**config.mk**
```make
export PLATFORM = sky130hd
export DESIGN_NAME = regfile_wb_arbiter
export DESIGN_NICKNAME = d
export VERILOG_FILES = /design/src/rtl/rv_pkg.sv /design/src/rtl/rr_arbiter2.sv /design/src/rtl/regfile_wb_arbiter.sv
export SDC_FILE = /design/constraint.sdc
export NUM_CORES = 1
export LEC_CHECK = 0
export CORE_MARGIN = 1.5
export CORE_UTILIZATION = 35
export DETAILED_ROUTE_END_ITERATION = 10
export GPL_TIMING_DRIVEN = 0
export PLACE_DENSITY = 0.84
export SLEW_MARGIN = 20
export SYNTH_ARGS = -nofsm -noshare
export SYNTH_HDL_FRONTEND = slang
export SYNTH_SLANG_ARGS = --single-unit
export TNS_END_PERCENT = 30
```
**constraint.sdc**
```tcl
create_clock -name clk -period 3.6 [get_ports clk]
set_input_delay 0.36 -clock clk [delete_from_list [all_inputs] [get_ports clk]]
set_output_delay 0.36 -clock clk [all_outputs]
set_load 0.005 [all_outputs]
```
**src/rtl/rv_pkg.sv**
```systemverilog
// Shared RISC-V core constants and writeback request type used by the
// register file write-port arbiter and its neighbours.
package rv_pkg;

  localparam int XLEN       = 32;
  localparam int REG_ADDR_W = 5;

  typedef struct packed {
    logic [REG_ADDR_W-1:0] addr;
    logic [XLEN-1:0]       data;
  } wb_req_t;

  // x0 is hardwired to zero, so writes addressed to it are dropped
  localparam logic [REG_ADDR_W-1:0] REG_ZERO = '0;

endpackage : rv_pkg

```
**src/rtl/rr_arbiter2.sv**
```systemverilog
// Two-input grant with a remembered last winner; ties alternate unless
// FIXED_PRIO pins the win to input 0.
module rr_arbiter2 #(
  parameter int FIXED_PRIO = 0
) (
  input  logic       clk,
  input  logic       rst,
  input  logic [1:0] valid_i,
  output logic [1:0] grant_o
);

  logic lastGrant_q;
  logic lastGrant_d;
  logic [1:0] grant;

  always_comb begin
    grant = 2'b00;
    if (rst) begin
      grant = 2'b00;
    end else if (valid_i == 2'b11) begin
      if ((FIXED_PRIO != 0) || lastGrant_q) begin
        grant = 2'b01;
      end else begin
        grant = 2'b10;
      end
    end else begin
      grant = valid_i;
    end
  end

  // A grant is always a completed handshake because ready mirrors grant
  always_comb begin
    lastGrant_d = lastGrant_q;
    if (grant[0]) begin
      lastGrant_d = 1'b0;
    end else if (grant[1]) begin
      lastGrant_d = 1'b1;
    end
  end

  // Reset to 1 so that req0 wins the first tie after reset
  always_ff @(posedge clk) begin
    if (rst) begin
      lastGrant_q <= 1'b1;
    end else begin
      lastGrant_q <= lastGrant_d;
    end
  end

  assign grant_o = grant;

endmodule : rr_arbiter2

```
**src/rtl/regfile_wb_arbiter.sv**
```systemverilog
// Shares the register file write port between the execute and LSU writeback
// buses, with one registered output stage and forwarding of the held write.
module regfile_wb_arbiter #(
  parameter int XLEN       = rv_pkg::XLEN,
  parameter int REG_ADDR_W = rv_pkg::REG_ADDR_W,
  parameter int FIXED_PRIO = 0,
  parameter int CNT_W      = 16
) (
  input  logic                  clk,
  input  logic                  rst,
  input  logic                  i_req0_valid,
  input  logic [REG_ADDR_W-1:0] i_req0_addr,
  input  logic [XLEN-1:0]       i_req0_data,
  output logic                  o_req0_ready,
  input  logic                  i_req1_valid,
  input  logic [REG_ADDR_W-1:0] i_req1_addr,
  input  logic [XLEN-1:0]       i_req1_data,
  output logic                  o_req1_ready,
  output logic                  o_wr_en,
  output logic [REG_ADDR_W-1:0] o_wr_addr,
  output logic [XLEN-1:0]       o_wr_data,
  input  logic [REG_ADDR_W-1:0] i_rd_addr1,
  input  logic [REG_ADDR_W-1:0] i_rd_addr2,
  output logic                  o_fwd1_hit,
  output logic                  o_fwd2_hit,
  output logic [XLEN-1:0]       o_fwd_data,
  output logic [CNT_W-1:0]      o_conflict_cnt
);

  import rv_pkg::*;

  logic [1:0]            grant;
  logic                  handshake;
  logic                  conflict;
  logic [REG_ADDR_W-1:0] selAddr;
  logic [XLEN-1:0]       selData;

  logic                  wrEn_q,   wrEn_d;
  logic [REG_ADDR_W-1:0] wrAddr_q, wrAddr_d;
  logic [XLEN-1:0]       wrData_q, wrData_d;
  logic [CNT_W-1:0]      conflictCnt_q, conflictCnt_d;

  rr_arbiter2 #(
    .FIXED_PRIO (FIXED_PRIO)
  ) u_arb (
    .clk     (clk),
    .rst     (rst),
    .valid_i ({i_req1_valid, i_req0_valid}),
    .grant_o (grant)
  );

  assign o_req0_ready = grant[0];
  assign o_req1_ready = grant[1];
  assign handshake    = |grant;
  assign conflict     = i_req0_valid & i_req1_valid;

  always_comb begin
    selAddr = i_req0_addr;
    selData = i_req0_data;
    if (grant[1]) begin
      selAddr = i_req1_addr;
      selData = i_req1_data;
    end
  end

  // x0 writes are still accepted but never raise the write enable
  always_comb begin
    wrEn_d        = handshake && (selAddr != REG_ADDR_W'(REG_ZERO));
    wrAddr_d      = wrAddr_q;
    wrData_d      = wrData_q;
    conflictCnt_d = conflictCnt_q;
    if (handshake) begin
      wrAddr_d = selAddr;
      wrData_d = selData;
    end
    if (conflict && (conflictCnt_q != {CNT_W{1'b1}})) begin
      conflictCnt_d = conflictCnt_q + 1'b1;
    end
  end

  always_ff @(posedge clk) begin
    if (rst) begin
      wrEn_q        <= 1'b0;
      wrAddr_q      <= '0;
      wrData_q      <= '0;
      conflictCnt_q <= '0;
    end else begin
      wrEn_q        <= wrEn_d;
      wrAddr_q      <= wrAddr_d;
      wrData_q      <= wrData_d;
      conflictCnt_q <= conflictCnt_d;
    end
  end

  assign o_wr_en        = wrEn_q;
  assign o_wr_addr      = wrAddr_q;
  assign o_wr_data      = wrData_q;
  assign o_conflict_cnt = conflictCnt_q;

  // The held write is not yet in the register file, so reads must bypass it
  assign o_fwd1_hit = wrEn_q && (wrAddr_q == i_rd_addr1);
  assign o_fwd2_hit = wrEn_q && (wrAddr_q == i_rd_addr2);
  assign o_fwd_data = wrData_q;

endmodule : regfile_wb_arbiter

```
## Word level (Yosys, flattened, before mapping)

Index checks and enable logic that the tools add are counted.

| word-level totals | value |
|---|---|
| register bits after elaboration | 55 |
| bits of input ports | 88 |
| output and inout bits | 90 |
| logic and storage cells | 25 |

| operators by class | value |
|---|---|
| add/subtract/negate cells | 1 |
| equal/unequal tests | 4 |
| muxes and demuxes | 7 |
| bitwise operators | 1 |
| reductions and logical operators | 7 |

Operators by type and width:

| cell | number |
|---|---|
| 32-bit two-way mux | 1 |
| 16-bit by 1-bit adder with 16-bit output, second input constant | 1 |
| 16-bit != test, second input constant | 1 |
| 5-bit == test | 2 |
| 2-bit two-way mux | 3 |
| 5-bit two-way mux | 1 |
| 5-bit nonzero test | 1 |
| 1-bit logical AND | 4 |
| 2-bit == test, second input constant | 1 |
| 1-bit two-way mux | 2 |
| 2-bit nonzero test | 1 |
| 2-bit OR reduction | 1 |
| 1-bit AND | 1 |

## Depth between registers and ports, before layout

Gate-level depths: netlist of the first run.

| logic depth | value |
|---|---|
| depth in word-level cells | 6 |
| gate-level depth with buffers | 7 |
| gate-level depth less buffers | 5 |

## Modules after synthesis

A second synthesis of the first run with hierarchy kept.

| unflattened totals | value |
|---|---|
| cell total of the unflattened synthesis | 365 |
| area total of the unflattened synthesis | 2,961.6 um2 |

By module, submodules not included:

| module | times used | cells an instance | area an instance (um2) |
|---|---|---|---|
| regfile_wb_arbiter | 1 | 358 | 2,904.0 |
| rr_arbiter2 | 1 | 7 | 57.6 |

## Worst setup path before layout of the first run

No wires, ideal clock.

| timing | value |
|---|---|
| path type | reg-to-reg |
| from | register conflictCnt_q[0] (netlist: o_conflict_cnt[0]) |
| to | register conflictCnt_q[3] (netlist: o_conflict_cnt[3]) |
| library setup time | 115 ps |
| arrival | 1,712 ps |
| data required time | 3,485 ps |
| path slack | 1,774 ps |
| stages on the path, launching flop included | 7 |
| clock period less this slack | 1,826 ps |
| path through | dfxtp_1 -> ha_1 -> nand3_1 -> nor4_2 -> buf_2 -> nor4_1 -> o21a_1 |

| between the ends | value |
|---|---|
| longest elaborated chain between the ends | 2 |
| elaborated cells on any way between the ends | 3 |
| classes of those cells | add/sub: 1; eq/ne: 1; reduce/logical: 1 |

Ends and longest elaborated chain:

| what | line | source |
|---|---|---|
| from (decl) | regfile_wb_arbiter.sv:41 | `logic [CNT_W-1:0] conflictCnt_q, conflictCnt_d;` |
| from (signal assigned) | regfile_wb_arbiter.sv:91 | `conflictCnt_q <= conflictCnt_d;` |
| branches (longest 2 deep; another with 16-bit by 1-bit adder with 16-bit output) | n/a |  |

Several ways; the timed one is not identified.
A chain may end at the register's enable or synchronous reset.

## Worst setup path after layout of the first run

| timing | value |
|---|---|
| from | input port i_req1_valid |
| to | output port o_req0_ready |

| between the ends | value |
|---|---|
| longest elaborated chain between the ends | 3 |

Ends and longest elaborated chain:

| what | line | source |
|---|---|---|
| from (decl) | regfile_wb_arbiter.sv:15 | `input logic i_req1_valid,` |
| 2-bit == test | rr_arbiter2.sv:20 | `end else if (valid_i == 2'b11) begin` |
| 2-bit two-way mux | rr_arbiter2.sv:20 |  |
| 2-bit two-way mux | rr_arbiter2.sv:18 | `if (rst) begin` |
| to (decl) | regfile_wb_arbiter.sv:14 | `output logic o_req0_ready,` |

No other way between the ends.

==> out/results.ini, run 1 <==
[logic_synthesis]
ys_seq_elements=55
synth_edf_count=0
avgSynthCellArea_um2=8.45
synthTopCellsByCount=55 x dfxtp_1, 44 x a21oi_1, 44 x nand2_1
ys_warn_count=0
async_reset_ff_frac=0
synthCells=324
synth.most_common_cell=dfxtp_1
ys_types=40
ys_seq_area_frac=0.402
synth_area_leaders=dfxtp_1 40%, a22oi_1 8.8%, buf_4 8.8%
yosysTopAreaCell=dfxtp_1
synth_area_um2=2740
synth_top_area_share=0.402
ys.flop_type=dfxtp_1
syn-num-nets=413

[die]
die_h_um=91.4
start_util=0.358
ioPinCount=178
die-area_um2=8360
floorplan.die.width_um=91.4
fp.coreArea_um2=7650
rows=32

[routing]
dr.pass1.iters=4
drt_iter0_drc=107
drc=0
via_count=3080
ant_nets=0
avgRoutedWirePerCell_um=14.7
viasPerCell=5.05
wl_um=8970

[pwr]
combPwrFrac=0.277
p_per_area_nw_per_um2=297
p_int_mw=1.04
netSwitchingFraction=0.257
clkPwrFrac=0.239
p_leak_nw=1.72
p_seq_frac=0.484
total_power_mw=1.40
ir_worst_vdd_mv=0.142
p_switching_mw=0.358

[timing]
hold_viol=0
setup_viol=0
worst_clock_skew_ns=0.00860
worst_pin_slew_ns=0.653
rsz0062_at_grt=false
slew_violations=0
setup_slack_ns=1.01
finalSetupTns_ns=0
fmax_mhz=386
period_needed_ns=2.59
slew_headroom=0.561
fin_crit_sh=0.719

[run_status]
outcome=complete, no violations

[grt]
grt_pass1_wl_um=14400
antenna_found_initial=0
gr-usage-all-layers=0.210
grt_overflow=0
grt_pass1_vias=3070
grt_max_degree=16

[job]
drv_cap=0

[clocking]
worstSkewPairLatency_ns=0.30
postCtsSetupBuffers=0
cts_tree=yes
postCtsHoldBufs=0
cts_max_level=2
cts_sinks=55
cts_buffers=5
cts_resized=0
clk_path_buf_depth=2
root_buffer=clkbuf_8
clkTransAtPathRegs_ns=0.10

[placed_design]
gp_congestion=0.798
dpl_worst_slack_ns=1.03
dp_hpwl_um=7120
place.port_buffers=176
placed_cell_area_um2=4630

[hold_path]
whs_path_depth=3
hold_path.class=in2reg
holdPathEnd=o_conflict_cnt[5]
worstHoldStart=rst

[worst_setup_path]
cp.required_ns=3.24
crit_arrival_ns=2.23
timing.rr.end=o_conflict_cnt[3]
path_class=in2out
path_max_fanout=10
r2r_start=o_conflict_cnt[0]
endpoint_kind=output pin
ff2ff_path_depth=6
rrSetupSlack_ns=1.31
critPathLaunchType=primary input

[finish]
final_nets=596
area_growth_syn_to_layout_pct=72.0
final_area_um2=4710
antenna_cells=0
drive_gt1_frac=0.0925

[critical path, cell delays in order]
cell and delay, ns:
clkdlybuf4s50_1 0.46, nand2b_1 0.14, and3_1 0.23, clkbuf_1 0.41, clkdlybuf4s50_1 0.62
[worst max path at each step]
stage / slack, ns / depth (start not counted) / from / endpoint
after floorplan: 1.77 / 6 / o_conflict_cnt[0] / o_conflict_cnt[3]
after global placement: 1.07 / 5 / i_req1_valid / o_req0_ready
after global routing: 0.90 / 5 / i_req1_valid / o_req0_ready
after CTS: 1.02 / 5 / i_req1_valid / o_req0_ready
final: 1.01 / 5 / i_req1_valid / o_req0_ready
after detailed placement: 1.03 / 5 / i_req1_valid / o_req0_ready
[stage by stage]
step,hold slack [ns],std cells,utilization
2_1_floorplan,0.466,324,-
3_3_place_gp,0.458,602,0.605
3_5_place_dp,0.461,602,0.605
4_1_cts,0.433,610,0.616
5_1_grt,0.461,610,0.616
6_report,0.430,610,0.616
[power groups by stage]
stage / clock network (mW) / registers (mW) / logic (mW)
final: 0.333 / 0.676 / 0.387
after global routing: 0.357 / 0.681 / 0.420
after CTS: 0.344 / 0.676 / 0.390
after detailed placement: 0 / 0.690 / 0.389
after global placement: 0 / 0.688 / 0.381
after floorplan: 0 / 0.687 / 0.139
[sequential cells by signal, indices dropped and copies added (netlist names)]
signal	flops
u_arb.lastGrant_q	1
o_wr_addr	5
o_fwd_data	32
o_conflict_cnt	16
o_wr_en	1
[cells in the final DEF, fill, tap and decap left out, drive strengths merged, types with 3 or more instances in the layout]
cell type,count
and3,4
dfxtp,55
a21oi,44
or3,6
nor2,7
nand2,44
buf,36
or4,7
nor3,3
clkdlybuf4s50,176
clkbuf,22
o21ai,8
mux2i,6
nor4,5
a22oi,32
nand3,5
a211oi,5
o31ai,6
xor2,8
nand4,6
[final cells by class]
| class | instances | area (µm²) |
|---|---|---|
| tap | 102 | 128 |
| inverter | 2 | 7.51 |
| clock inverter | 1 | 5.00 |
| clock buffer | 7 | 76.3 |
| buffer | 51 | 317 |
| timing repair buffer | 176 | 1760 |
| fill | 684 | 2940 |
| multi-input combinational | 216 | 1310 |
| sequential | 55 | 1100 |
[layer usage]
| layer | track usage | share of wire |
|---|---|---|
| met5 | 0 | 0 |
| met4 | 0.0430 | 0.0087 |
| met3 | 0.0410 | 0.060 |
| met2 | 0.397 | 0.51 |
| met1 | 0.243 | 0.42 |
[logic make-up after synthesis]
logic type                 Yosys count  share of synthesized area
AOI/OAI and AO/OA                  104                      0.239
and+or+nand+nor                     95                      0.182
DFF                                 55                      0.402
buffers and inverters               53                      0.118
xor gates and xnor gates            10                     0.0320
muxes                                6                     0.0219
adders and majority gates            1                    0.00457
(Power assumes the default switching activity.)
==> run 2: changes to the inputs <==
--- a/config.mk
+++ b/config.mk
@@ -6,10 +6,10 @@
 export NUM_CORES = 1
 export LEC_CHECK = 0
 export CORE_MARGIN = 1.5
-export CORE_UTILIZATION = 35
+export CORE_UTILIZATION = 33
 export DETAILED_ROUTE_END_ITERATION = 10
 export GPL_TIMING_DRIVEN = 0
-export PLACE_DENSITY = 0.84
+export PLACE_DENSITY = 0.83
 export SLEW_MARGIN = 20
 export SYNTH_ARGS = -nofsm -noshare
 export SYNTH_HDL_FRONTEND = slang
==> constraint.sdc (replaced) <==
create_clock -name clk -period 2.15 [get_ports clk]
set_input_delay 0.215 -clock clk [delete_from_list [all_inputs] [get_ports clk]]
set_output_delay 0.215 -clock clk [all_outputs]
set_load 0.005 [all_outputs]
==> run 2 against run 1 <==
Cell count is 0.49% higher. Highest routed layer unchanged. Sequential share of layout area fell by 0.18 points. Total power is 66% higher. Routed wire length up 4.6%. Worst setup slack got worse by 0.95 ns. Critical endpoint unchanged. Sequential power is 67% higher. Global-route usage fell by 0.95 points. Largest cell class unchanged. Cell area increased by 0.77%. Worst hold slack worse by 0.13 ns. Critical path depth fell by 1. First-iteration DRC count unchanged. Combinational power up 69%.
==> out/results.ini, run 2 (synthesis results as in run 1) <==
[run_status]
outcome=complete, no violations

[die]
ioPinCount=178
floorplan.die.width_um=94.1
die-area_um2=8850
start_util=0.337
fp.coreArea_um2=8130
rows=33
die_h_um=94.1

[worst_setup_path]
path_class=reg2out
crit_arrival_ns=1.87
r2r_start=o_conflict_cnt[0]
path_max_fanout=10
endpoint_kind=output pin
critPathLaunchType=flop
ff2ff_path_depth=5
timing.rr.end=o_conflict_cnt[8]
rrSetupSlack_ns=0.19
cp.required_ns=1.93

[timing]
fin_crit_sh=0.972
fmax_mhz=479
period_needed_ns=2.09
worst_clock_skew_ns=0.00806
worst_pin_slew_ns=0.668
hold_viol=0
setup_viol=0
slew_violations=0
slew_headroom=0.550
hold_ws_ns=0.296
setup_slack_ns=0.0602

[placed_design]
place.port_buffers=176
dpl_worst_slack_ns=-0.194
dp_hpwl_um=7340
gp_congestion=0.828

[grt]
gr-usage-all-layers=0.201
grt_pass1_wl_um=14100
antenna_found_initial=0
grt_max_degree=15
grt_overflow=0
grt_pass1_vias=2952

[routing]
dr.pass1.iters=4
wl_um=9390
avgRoutedWirePerCell_um=15.3
viasPerCell=5.05
via_count=3098
drc=0
ant_nets=0
wl_met3_um=672
drt_iter0_drc=107
dr_wl_met2_um=4730
routed.top_layer=met4
wl_met1_um=3880

[clocking]
clkTransAtPathRegs_ns=0.10
worstSkewPairLatency_ns=0.30
root_buffer=clkbuf_8
clk_path_buf_depth=2
cts_max_level=2
cts_buffers=5
cts_sinks=55
postCtsHoldBufs=0
cts_tree=yes

[pwr]
p_per_area_nw_per_um2=489
clkPwrFrac=0.230
ir_worst_vdd_mv=0.226
p_seq_frac=0.488
p_leak_nw=1.75
p_switching_mw=0.594
total_power_mw=2.32
netSwitchingFraction=0.256
p_int_mw=1.73
combPwrFrac=0.282

[finish]
largest_reg_flops=32
drive_gt1_frac=0.102
antenna_cells=0
final_util=0.583
final_nets=598
final_common_cell=clkdlybuf4s50_1
num-fill-cells=707
area_growth_syn_to_layout_pct=73.3
final_cell_mix=176 x clkdlybuf4s50_1, 55 x dfxtp_1, 44 x nand2_1, 44 x a21oi_1, 35 x buf_4

[job]
drv_cap=0

[hold_path]
holdPathEnd=o_conflict_cnt[5]
worstHoldStart=rst
hold_path.class=in2reg
whs_path_depth=3

## run 2: cell count changes in the layout (fill, tap and decap cells not counted), sizes merged
cell / delta
clkbuf: -2
clkinv: -1
buf: +3
## run 2: worst max-delay path: stages, from the launching register on
cell,delay [ns]
dfxtp_1,0.40
nand2b_1,0.19
and3_1,0.23
clkbuf_4,0.23
clkdlybuf4s50_1,0.52
## run 2: cell type report
cell class / count / area, µm² / share of cell area
flip-flops and latches: 55 / 1100 / 0.232
repair buffers: 179 / 1780 / 0.376
plain buffers: 50 / 317 / 0.0667
multi-input cells: 216 / 1330 / 0.281
clock buffers: 6 / 72.6 / 0.0153
inverters: 2 / 7.51 / 0.00158
well taps: 105 / 131 / 0.0277
## run 2: power by group through the flow
stage / clock network, mW / logic [mW] / registers [mW]
after floorplan: 0 / 0.232 / 1.15
after global placement: 0 / 0.639 / 1.15
after detailed placement: 0 / 0.655 / 1.16
after CTS: 0.545 / 0.657 / 1.13
after global routing: 0.577 / 0.709 / 1.14
final: 0.535 / 0.654 / 1.13
## run 2: stage by stage
stage / cells / setup TNS, ns / area (µm²)
after CTS: 611 / 0 / 4710
after detailed placement: 605 / -5.58 / 4630
final: 613 / 0 / 4740
after global routing: 613 / -0.0150 / 4740
after floorplan: 324 / 0 / 2740
after global placement: 605 / -4.06 / 4630
## run 2: how the worst max path moves through the flow
stage                      start           endpoint  slack, ns  cells past startpoint
4_1_cts        o_conflict_cnt[0]  o_conflict_cnt[6]     0.0006                      6
3_5_place_dp        i_req1_valid     o_fwd_data[24]      -0.19                      6
5_1_grt        u_arb.lastGrant_q       o_req0_ready      -0.01                      4
3_3_place_gp        i_req0_valid     o_fwd_data[21]      -0.15                      6
6_report       u_arb.lastGrant_q       o_req0_ready       0.06                      4
2_1_floorplan  o_conflict_cnt[0]  o_conflict_cnt[3]       0.32                      6
## run 2: routing by layer
layer | up-vias | track usage
met3 | 10 | 0.0445
met5 | - | 0
li1 | 1521 | -
met4 | 0 | 0.0485
met2 | 114 | 0.370
met1 | 1453 | 0.234
## run 2: timing repair
action                                  CTS  global route
endpoints found under the setup margin   10            38
pin swaps                                 0             2
setup buffers                             0             3
gates resized for setup                   2             4
